`config.mk`:
```
export PLATFORM = sky130hd
export DESIGN_NAME = top
export DESIGN_NICKNAME = d
export VERILOG_FILES = /design/src/rtl/top.sv
export SDC_FILE = /design/constraint.sdc
export NUM_CORES = 2
export LEC_CHECK = 0
export CAP_MARGIN = 20
export CORE_MARGIN = 10
export CORE_UTILIZATION = 35
export CTS_CLUSTER_DIAMETER = 60
export DETAILED_ROUTE_END_ITERATION = 10
export HOLD_SLACK_MARGIN = 0.02
export PLACE_DENSITY = 0.53
export SYNTH_ARGS = -nofsm -noshare
export SYNTH_HDL_FRONTEND = slang
export SYNTH_SLANG_ARGS = --single-unit
```
`constraint.sdc`:
```
create_clock -name clk -period 37 [get_ports clk]
set_clock_uncertainty 0.1 [all_clocks]
set_input_delay 9.25 -clock clk [delete_from_list [all_inputs] [get_ports clk]]
set_output_delay 9.25 -clock clk [all_outputs]
set_load 0.1 [all_outputs]
```
`src/rtl/top.sv`:
```
// ---------------------------------------------------------------------------
// top -- single-cycle RV32I integer / control-flow execution core.
//
// Every cycle the word on `inst` is executed as the instruction at `pc`.
// The register write and the PC update commit together on the rising clock
// edge. Loads, stores, FENCE, SYSTEM and M-extension words are not executed.
// They are flagged as illegal and simply fall through to pc+4.
//
// Ports
//   clk       in   1   clock, all state updates on the rising edge
//   reset_x   in   1   asynchronous active-high reset (pc=RESET_PC, regs=0)
//   inst      in   32  instruction at the current pc, valid every cycle
//   pc        out  32  current pc (registered)
//   rd_we     out  1   current instruction commits a register write
//   rd_addr   out  5   destination register field of the current instruction
//   rd_data   out  32  writeback value of the current instruction
//   illegal   out  1   current instruction is unsupported/undecodable
//   misalign  out  1   taken jump/branch target is not word aligned
// ---------------------------------------------------------------------------
module top #(
  parameter logic [31:0] RESET_PC = 32'h0000_0000
) (
  input  logic        clk,
  input  logic        reset_x,
  input  logic [31:0] inst,
  output logic [31:0] pc,
  output logic        rd_we,
  output logic [4:0]  rd_addr,
  output logic [31:0] rd_data,
  output logic        illegal,
  output logic        misalign
);

  localparam logic [6:0] OPC_LUI    = 7'b0110111;
  localparam logic [6:0] OPC_AUIPC  = 7'b0010111;
  localparam logic [6:0] OPC_JAL    = 7'b1101111;
  localparam logic [6:0] OPC_JALR   = 7'b1100111;
  localparam logic [6:0] OPC_BRANCH = 7'b1100011;
  localparam logic [6:0] OPC_OPIMM  = 7'b0010011;
  localparam logic [6:0] OPC_OP     = 7'b0110011;

  localparam logic [6:0] F7_BASE = 7'b0000000;
  localparam logic [6:0] F7_ALT  = 7'b0100000;

  // Decoded view of the current instruction.
  typedef struct packed {
    logic        legal;   // opcode/funct combination is supported
    logic        wb;      // instruction class writes rd
    logic        xfer;    // control transfer is taken this cycle
    logic [31:0] target;  // transfer target (meaningful only when xfer)
    logic [31:0] result;  // writeback value
  } dec_t;

  // -------------------------------------------------------------------------
  // Instruction fields and immediates
  // -------------------------------------------------------------------------
  logic [6:0]  opcode;
  logic [2:0]  funct3;
  logic [6:0]  funct7;
  logic [4:0]  rs1, rs2, rd;
  logic [31:0] imm_i, imm_u, imm_j, imm_b;

  assign opcode = inst[6:0];
  assign rd     = inst[11:7];
  assign funct3 = inst[14:12];
  assign rs1    = inst[19:15];
  assign rs2    = inst[24:20];
  assign funct7 = inst[31:25];

  assign imm_i = {{20{inst[31]}}, inst[31:20]};
  assign imm_u = {inst[31:12], 12'b0};
  assign imm_j = {{11{inst[31]}}, inst[31], inst[19:12], inst[20], inst[30:21], 1'b0};
  assign imm_b = {{19{inst[31]}}, inst[31], inst[7], inst[30:25], inst[11:8], 1'b0};

  // -------------------------------------------------------------------------
  // Register file: x0 is never written, so it always reads back as zero.
  // Reads are combinational and see the pre-edge value, which gives
  // read-before-write semantics when rd matches rs1/rs2.
  // -------------------------------------------------------------------------
  logic [31:0] rf [32];
  logic [31:0] rs1_val, rs2_val;

  assign rs1_val = (rs1 == 5'd0) ? 32'd0 : rf[rs1];
  assign rs2_val = (rs2 == 5'd0) ? 32'd0 : rf[rs2];

  // -------------------------------------------------------------------------
  // Shared integer ALU for OP and OP-IMM. `alt` selects SUB / SRA.
  // -------------------------------------------------------------------------
  function automatic logic [31:0] alu(input logic [2:0]  f3,
                                      input logic        alt,
                                      input logic [31:0] a,
                                      input logic [31:0] b);
    logic [31:0] r;
    r = '0;
    case (f3)
      3'd0: r = alt ? (a - b) : (a + b);
      3'd1: r = a << b[4:0];
      3'd2: r = {31'd0, $signed(a) < $signed(b)};
      3'd3: r = {31'd0, a < b};
      3'd4: r = a ^ b;
      3'd5: r = alt ? 32'($signed(a) >>> b[4:0]) : (a >> b[4:0]);
      3'd6: r = a | b;
      3'd7: r = a & b;
      default: r = '0;
    endcase
    return r;
  endfunction

  // Branch condition; funct3 010/011 are rejected by the decoder.
  function automatic logic br_cond(input logic [2:0]  f3,
                                   input logic [31:0] a,
                                   input logic [31:0] b);
    logic c;
    c = 1'b0;
    case (f3)
      3'd0: c = (a == b);
      3'd1: c = (a != b);
      3'd4: c = $signed(a) <  $signed(b);
      3'd5: c = $signed(a) >= $signed(b);
      3'd6: c = a <  b;
      3'd7: c = a >= b;
      default: c = 1'b0;
    endcase
    return c;
  endfunction

  // -------------------------------------------------------------------------
  // Decode / execute
  // -------------------------------------------------------------------------
  logic [31:0] pc_plus4;
  dec_t        dec;

  assign pc_plus4 = pc + 32'd4;

  always_comb begin
    dec        = '0;
    dec.target = pc_plus4;
    case (opcode)
      OPC_LUI: begin
        dec.legal  = 1'b1;
        dec.wb     = 1'b1;
        dec.result = imm_u;
      end
      OPC_AUIPC: begin
        dec.legal  = 1'b1;
        dec.wb     = 1'b1;
        dec.result = pc + imm_u;
      end
      OPC_JAL: begin
        dec.legal  = 1'b1;
        dec.wb     = 1'b1;
        dec.xfer   = 1'b1;
        dec.target = pc + imm_j;
        dec.result = pc_plus4;
      end
      OPC_JALR: begin
        dec.legal  = (funct3 == 3'd0);
        dec.wb     = 1'b1;
        dec.xfer   = 1'b1;
        // Bit 0 is cleared before the alignment check, so only bit 1 can
        // make a JALR target misaligned.
        dec.target = (rs1_val + imm_i) & ~32'd1;
        dec.result = pc_plus4;
      end
      OPC_BRANCH: begin
        dec.legal  = (funct3 != 3'd2) && (funct3 != 3'd3);
        dec.xfer   = br_cond(funct3, rs1_val, rs2_val);
        dec.target = pc + imm_b;
      end
      OPC_OPIMM: begin
        // Shift-immediates carry a funct7-like field in imm[11:5]; only SRAI
        // may use the alternate encoding.
        case (funct3)
          3'd1:    dec.legal = (funct7 == F7_BASE);
          3'd5:    dec.legal = (funct7 == F7_BASE) || (funct7 == F7_ALT);
          default: dec.legal = 1'b1;
        endcase
        dec.wb     = 1'b1;
        dec.result = alu(funct3, (funct3 == 3'd5) && inst[30], rs1_val, imm_i);
      end
      OPC_OP: begin
        dec.legal  = (funct7 == F7_BASE) ||
                     ((funct7 == F7_ALT) && ((funct3 == 3'd0) || (funct3 == 3'd5)));
        dec.wb     = 1'b1;
        dec.result = alu(funct3, inst[30], rs1_val, rs2_val);
      end
      default: dec = '{legal: 1'b0, wb: 1'b0, xfer: 1'b0,
                       target: pc_plus4, result: 32'd0};
    endcase
  end

  // Illegal takes priority: a misaligned flag is only raised for a legal,
  // taken transfer.
  logic [31:0] next_pc;
  logic        take;

  assign illegal  = ~dec.legal;
  assign misalign = dec.legal & dec.xfer & (dec.target[1:0] != 2'b00);
  assign take     = dec.legal & dec.xfer & ~misalign;
  assign next_pc  = take ? dec.target : pc_plus4;

  assign rd_addr  = rd;
  assign rd_data  = dec.result;
  assign rd_we    = dec.legal & dec.wb & ~misalign & (rd != 5'd0);

  // -------------------------------------------------------------------------
  // State: an edge while reset is held discards the pending instruction.
  // -------------------------------------------------------------------------
  always_ff @(posedge clk or posedge reset_x) begin
    if (reset_x) begin
      pc <= RESET_PC;
      for (int i = 0; i < 32; i++) rf[i] <= '0;
    end else begin
      pc <= next_pc;
      if (rd_we) rf[rd] <= rd_data;
    end
  end

endmodule

```
==> out/metrics.csv <==
stage,metric,value,unit
run_status,status,"complete, no violations",
global_routing,grt_pass1_wl,585800,um
logic_synthesis,synth_edf_count,0,
clock_network,cts_tree,done,
route,ant_nets,0,
power_and_ir_drop,pwr-share-comb,22.6,%
worst_setup_path,slowest_delay,1.01,ns
logic_synthesis,synth_ff_type,dfrtp_1,
worst_setup_path,reg2reg_slack,28.34,ns
clock_network,clock-root-buffer,clkbuf_16,
logic_synthesis,ys_async_sr_fraction,100.0,%
clock_network,cts_setup_buffers,0,
floorplan,coreArea,219300,um2
timing,fin_crit_sh,76.68,%
clock_network,cts.htree.levels,4,
timing,fin_ws,8.628,ns
power_and_ir_drop,switchingPower,0.001107,W
power_and_ir_drop,power.internal,0.002107,W
placement,dp_hpwl,286200,um
worst_setup_path,critical_path_class,input port to primary output,
worst_setup_path,worst_setup_path_start_kind,input port,
logic_synthesis,synth_cell_type_count,114,
power_and_ir_drop,peakVddDrop,41.86,uV
timing,fin_setup_tns,0,ns
power_and_ir_drop,p_leak,37.01,nW
logic_synthesis,synth-seq-area-share,34.31,%
logic_synthesis,synth_largest_area_cell,dfrtp_1,
power_and_ir_drop,pwr-share-clk,40.7,%
timing,period_needed,28.37,ns
route,drt-total-wl,428100,um
min_path,hold_path_depth,0,
global_routing,grt_overflow,0,
cells_and_area,final_cells,11050,
route,drtPass1Iterations,7,
worst_setup_path,crit_chain,"buf_8, buf_4, buf_4, mux4_2, mux2i_1, a2111oi_0, and2_1, buf_4, ha_1, nor2b_1, nor3_1, a2111o_1, a211oi_1, o311ai_1, buf_4, nand4b_1, a2111oi_0, o21ai_0, xnor2_1, o311a_1, buf_4, inv_1, clkdlybuf4s50_1",
worst_setup_path,cp-end-kind,primary output,
logic_synthesis,synth_nets,8598,
cells_and_area,drive_above_1_share,18.13,%
clock_network,insertion_delay,0.83,ns
global_routing,antenna_found_initial,17,
clock_network,clkSlewWorstSetupHoldPaths,0.05,ns
timing,relSlewSlack,12.39,%
placement,place.port_buffers,105,
route,drt_iter0_markers,10560,
placement,postPlaceCellArea,81130,um2
clock_network,numCtsBuffers,130,
worst_setup_path,r2r_start,rf[786],
min_path,hold_end,rf[1014],
floorplan,fp-row-count,172,
floorplan,die_y,489.1,um
floorplan,start_util,35.12,%
placement,placed_cells,10810,
power_and_ir_drop,switching_share,34.43,%
cells_and_area,final_area,85500,um2
timing,rsz0062_at_grt,false,
worst_setup_path,cp_num_buf_inv,8,
route,wl_per_cell,38.75,um
cells_and_area,finalNetCount,8359,
cells_and_area,area_growth,11.00,%
cells_and_area,multi_input_area,46890,um2
worst_setup_path,reg2reg_depth,19,
global_routing,grt-busiest-layer,met2,
cells_and_area,num-fill-cells,21840,
global_routing,grtUsageMet2,51.27,%
logic_synthesis,yosys-top-cells-area,"dfrtp_1 (34%), mux4_2 (11%), a21oi_1 (7.8%)",
floorplan,die_area,239200,um2
logic_synthesis,synth_top_cell_area_share,34.31,%
worst_setup_path,slowest_stage,clkdlybuf4s50_1,
worst_setup_path,path_common_cell,buf_4,
clock_network,postCtsResizedCells,0,
timing,finalSetupViolCount,0,
route,num_vias,74030,
timing,fmax,35.25,MHz
power_and_ir_drop,seqPwrFrac,36.7,%
route,route.detailed.drc,0,
global_routing,grt_max_degree,159,
route,via_per_inst,6.700,
global_routing,use_met1,43.96,%
clock_network,cts.sinks,1056,
min_path,hp-class,flop to flop,
worst_setup_path,worstPathArrival,19.02,ns
job,cap_violations,0,
global_routing,met3_usage,8.554,%
clock_network,cts_max_path_buffers,3,
timing,hold_viol,0,
worst_setup_path,cp_top_family,buffers and inverters,
worst_setup_path,critPathMaxFanout,63,
cells_and_area,seqCellArea,26430,um2
clock_network,postCtsHoldBufs,0,
floorplan,num_io_pins,106,
min_path,min_from,rf[1014],
timing,tightestPinTransition,1.300,ns
placement,dp_slack,8.995,ns
logic_synthesis,synth-seq-cells,1056,
logic_synthesis,postSynthCellCount,8312,
timing,slew_violations,0,
logic_synthesis,netlist_area,77030,um2
placement,gp_congestion,1.055,
worst_setup_path,worstPathRequired,27.65,ns
power_and_ir_drop,power_density,37.59,nW/um2
logic_synthesis,yosys_warnings,0,
logic_synthesis,syn_avg_cell_area,9.267,um2
floorplan,die_w,489.1,um
worst_setup_path,reg2reg_to,rf[649],
global_routing,grt_pass1_vias,70500,
global_routing,grt_use_total,34.48,%
layout by cell type (no fill, tap or decap), types with 104 or more instances in the layout:
master and count:
a21oi_1 1205, nor2_1 1103, dfrtp_1 1056, nand2_1 600
mux4_2 389, mux2i_1 370, buf_4 314, mux2_2 282
o21ai_0 278, ha_1 246, a22oi_1 186, inv_1 162
clkbuf_16 131, nand3_1 104
synthesized netlist by cell type, drive strengths merged, types with 81 or more instances:
library cell,count
a21oi,1266
inv,189
mux4,389
o21ai,295
a22oi,187
nand3,108
nor2,1130
nor3,122
buf,324
mux2,283
clkbuf,475
dfrtp,1056
ha,246
a211oi,81
nand2,601
mux2i,370
power groups by stage:
stage | Sequential [W] | Clock [W] | Combinational (W)
5_1_grt | 0.00118 | 0.00137 | 0.000741
3_3_place_gp | 0.00120 | 0 | 0.000700
2_1_floorplan | 0.00123 | 0 | 0.000384
4_1_cts | 0.00118 | 0.00132 | 0.000699
3_5_place_dp | 0.00120 | 0 | 0.000696
6_report | 0.00118 | 0.00131 | 0.000725
area by class of cell:
class | instances | area share, %
diodes | 10 | 0.02927
inverters | 191 | 0.8488
repair buffers | 428 | 4.187
clock buffers | 174 | 4.210
flip-flops and latches | 1056 | 30.91
clock inverters | 52 | 0.7800
multi-input cells | 6266 | 54.84
well taps | 2871 | 4.201
registers in the layout, summed over array words and instances (netlist names):
register,count
rf,1024
pc,32
worst max-delay path by stage:
stage              from           to  slack, ns  cells past startpoint
2_1_floorplan  inst[21]        rd_we      11.21                     28
3_3_place_gp   inst[15]  rd_data[27]       8.91                     23
3_5_place_dp   inst[15]  rd_data[27]       9.00                     23
4_1_cts        inst[15]  rd_data[27]       8.96                     23
5_1_grt        inst[15]  rd_data[27]       8.38                     23
6_report       inst[15]  rd_data[27]       8.63                     23
layer usage:
layer | share of wire, % | wire length (um) | vias to the layer above
li1 | - | - | 30080
met1 | 38 | 164200 | 37540
met2 | 43 | 183000 | 5106
met3 | 10 | 44660 | 1304
met4 | 8.5 | 36290 | 4
met5 | 0.0054 | 23 | -
kinds of logic (layout without fill, tap and decap cells):
group / after synthesis / in the layout / share of synthesized area (%)
AO/OA/AOI/OAI: 2558 / 2558 / 20.96
flip-flops: 1056 / 1056 / 34.31
other: 0 / 10 / 0
buffers and inverters: 990 / 845 / 5.762
XOR/XNOR: 115 / 115 / 1.308
AND/OR/NAND/NOR: 2299 / 2299 / 13.19
multiplexers: 1042 / 1042 / 20.32
adder cells (fa/ha/maj): 252 / 252 / 4.152
per-stage QoR:
stage	power [W]	hold WS [ns]	utilization, %
CTS	0.003201	0.2765	38.94
finish	0.003214	0.2741	38.99
global route	0.003288	0.2832	38.98
global placement	0.001900	0.2607	36.99
floorplan	0.001616	0.3246	-
detailed placement	0.001896	0.2635	37.00
Power figures use the tool's default switching activity.
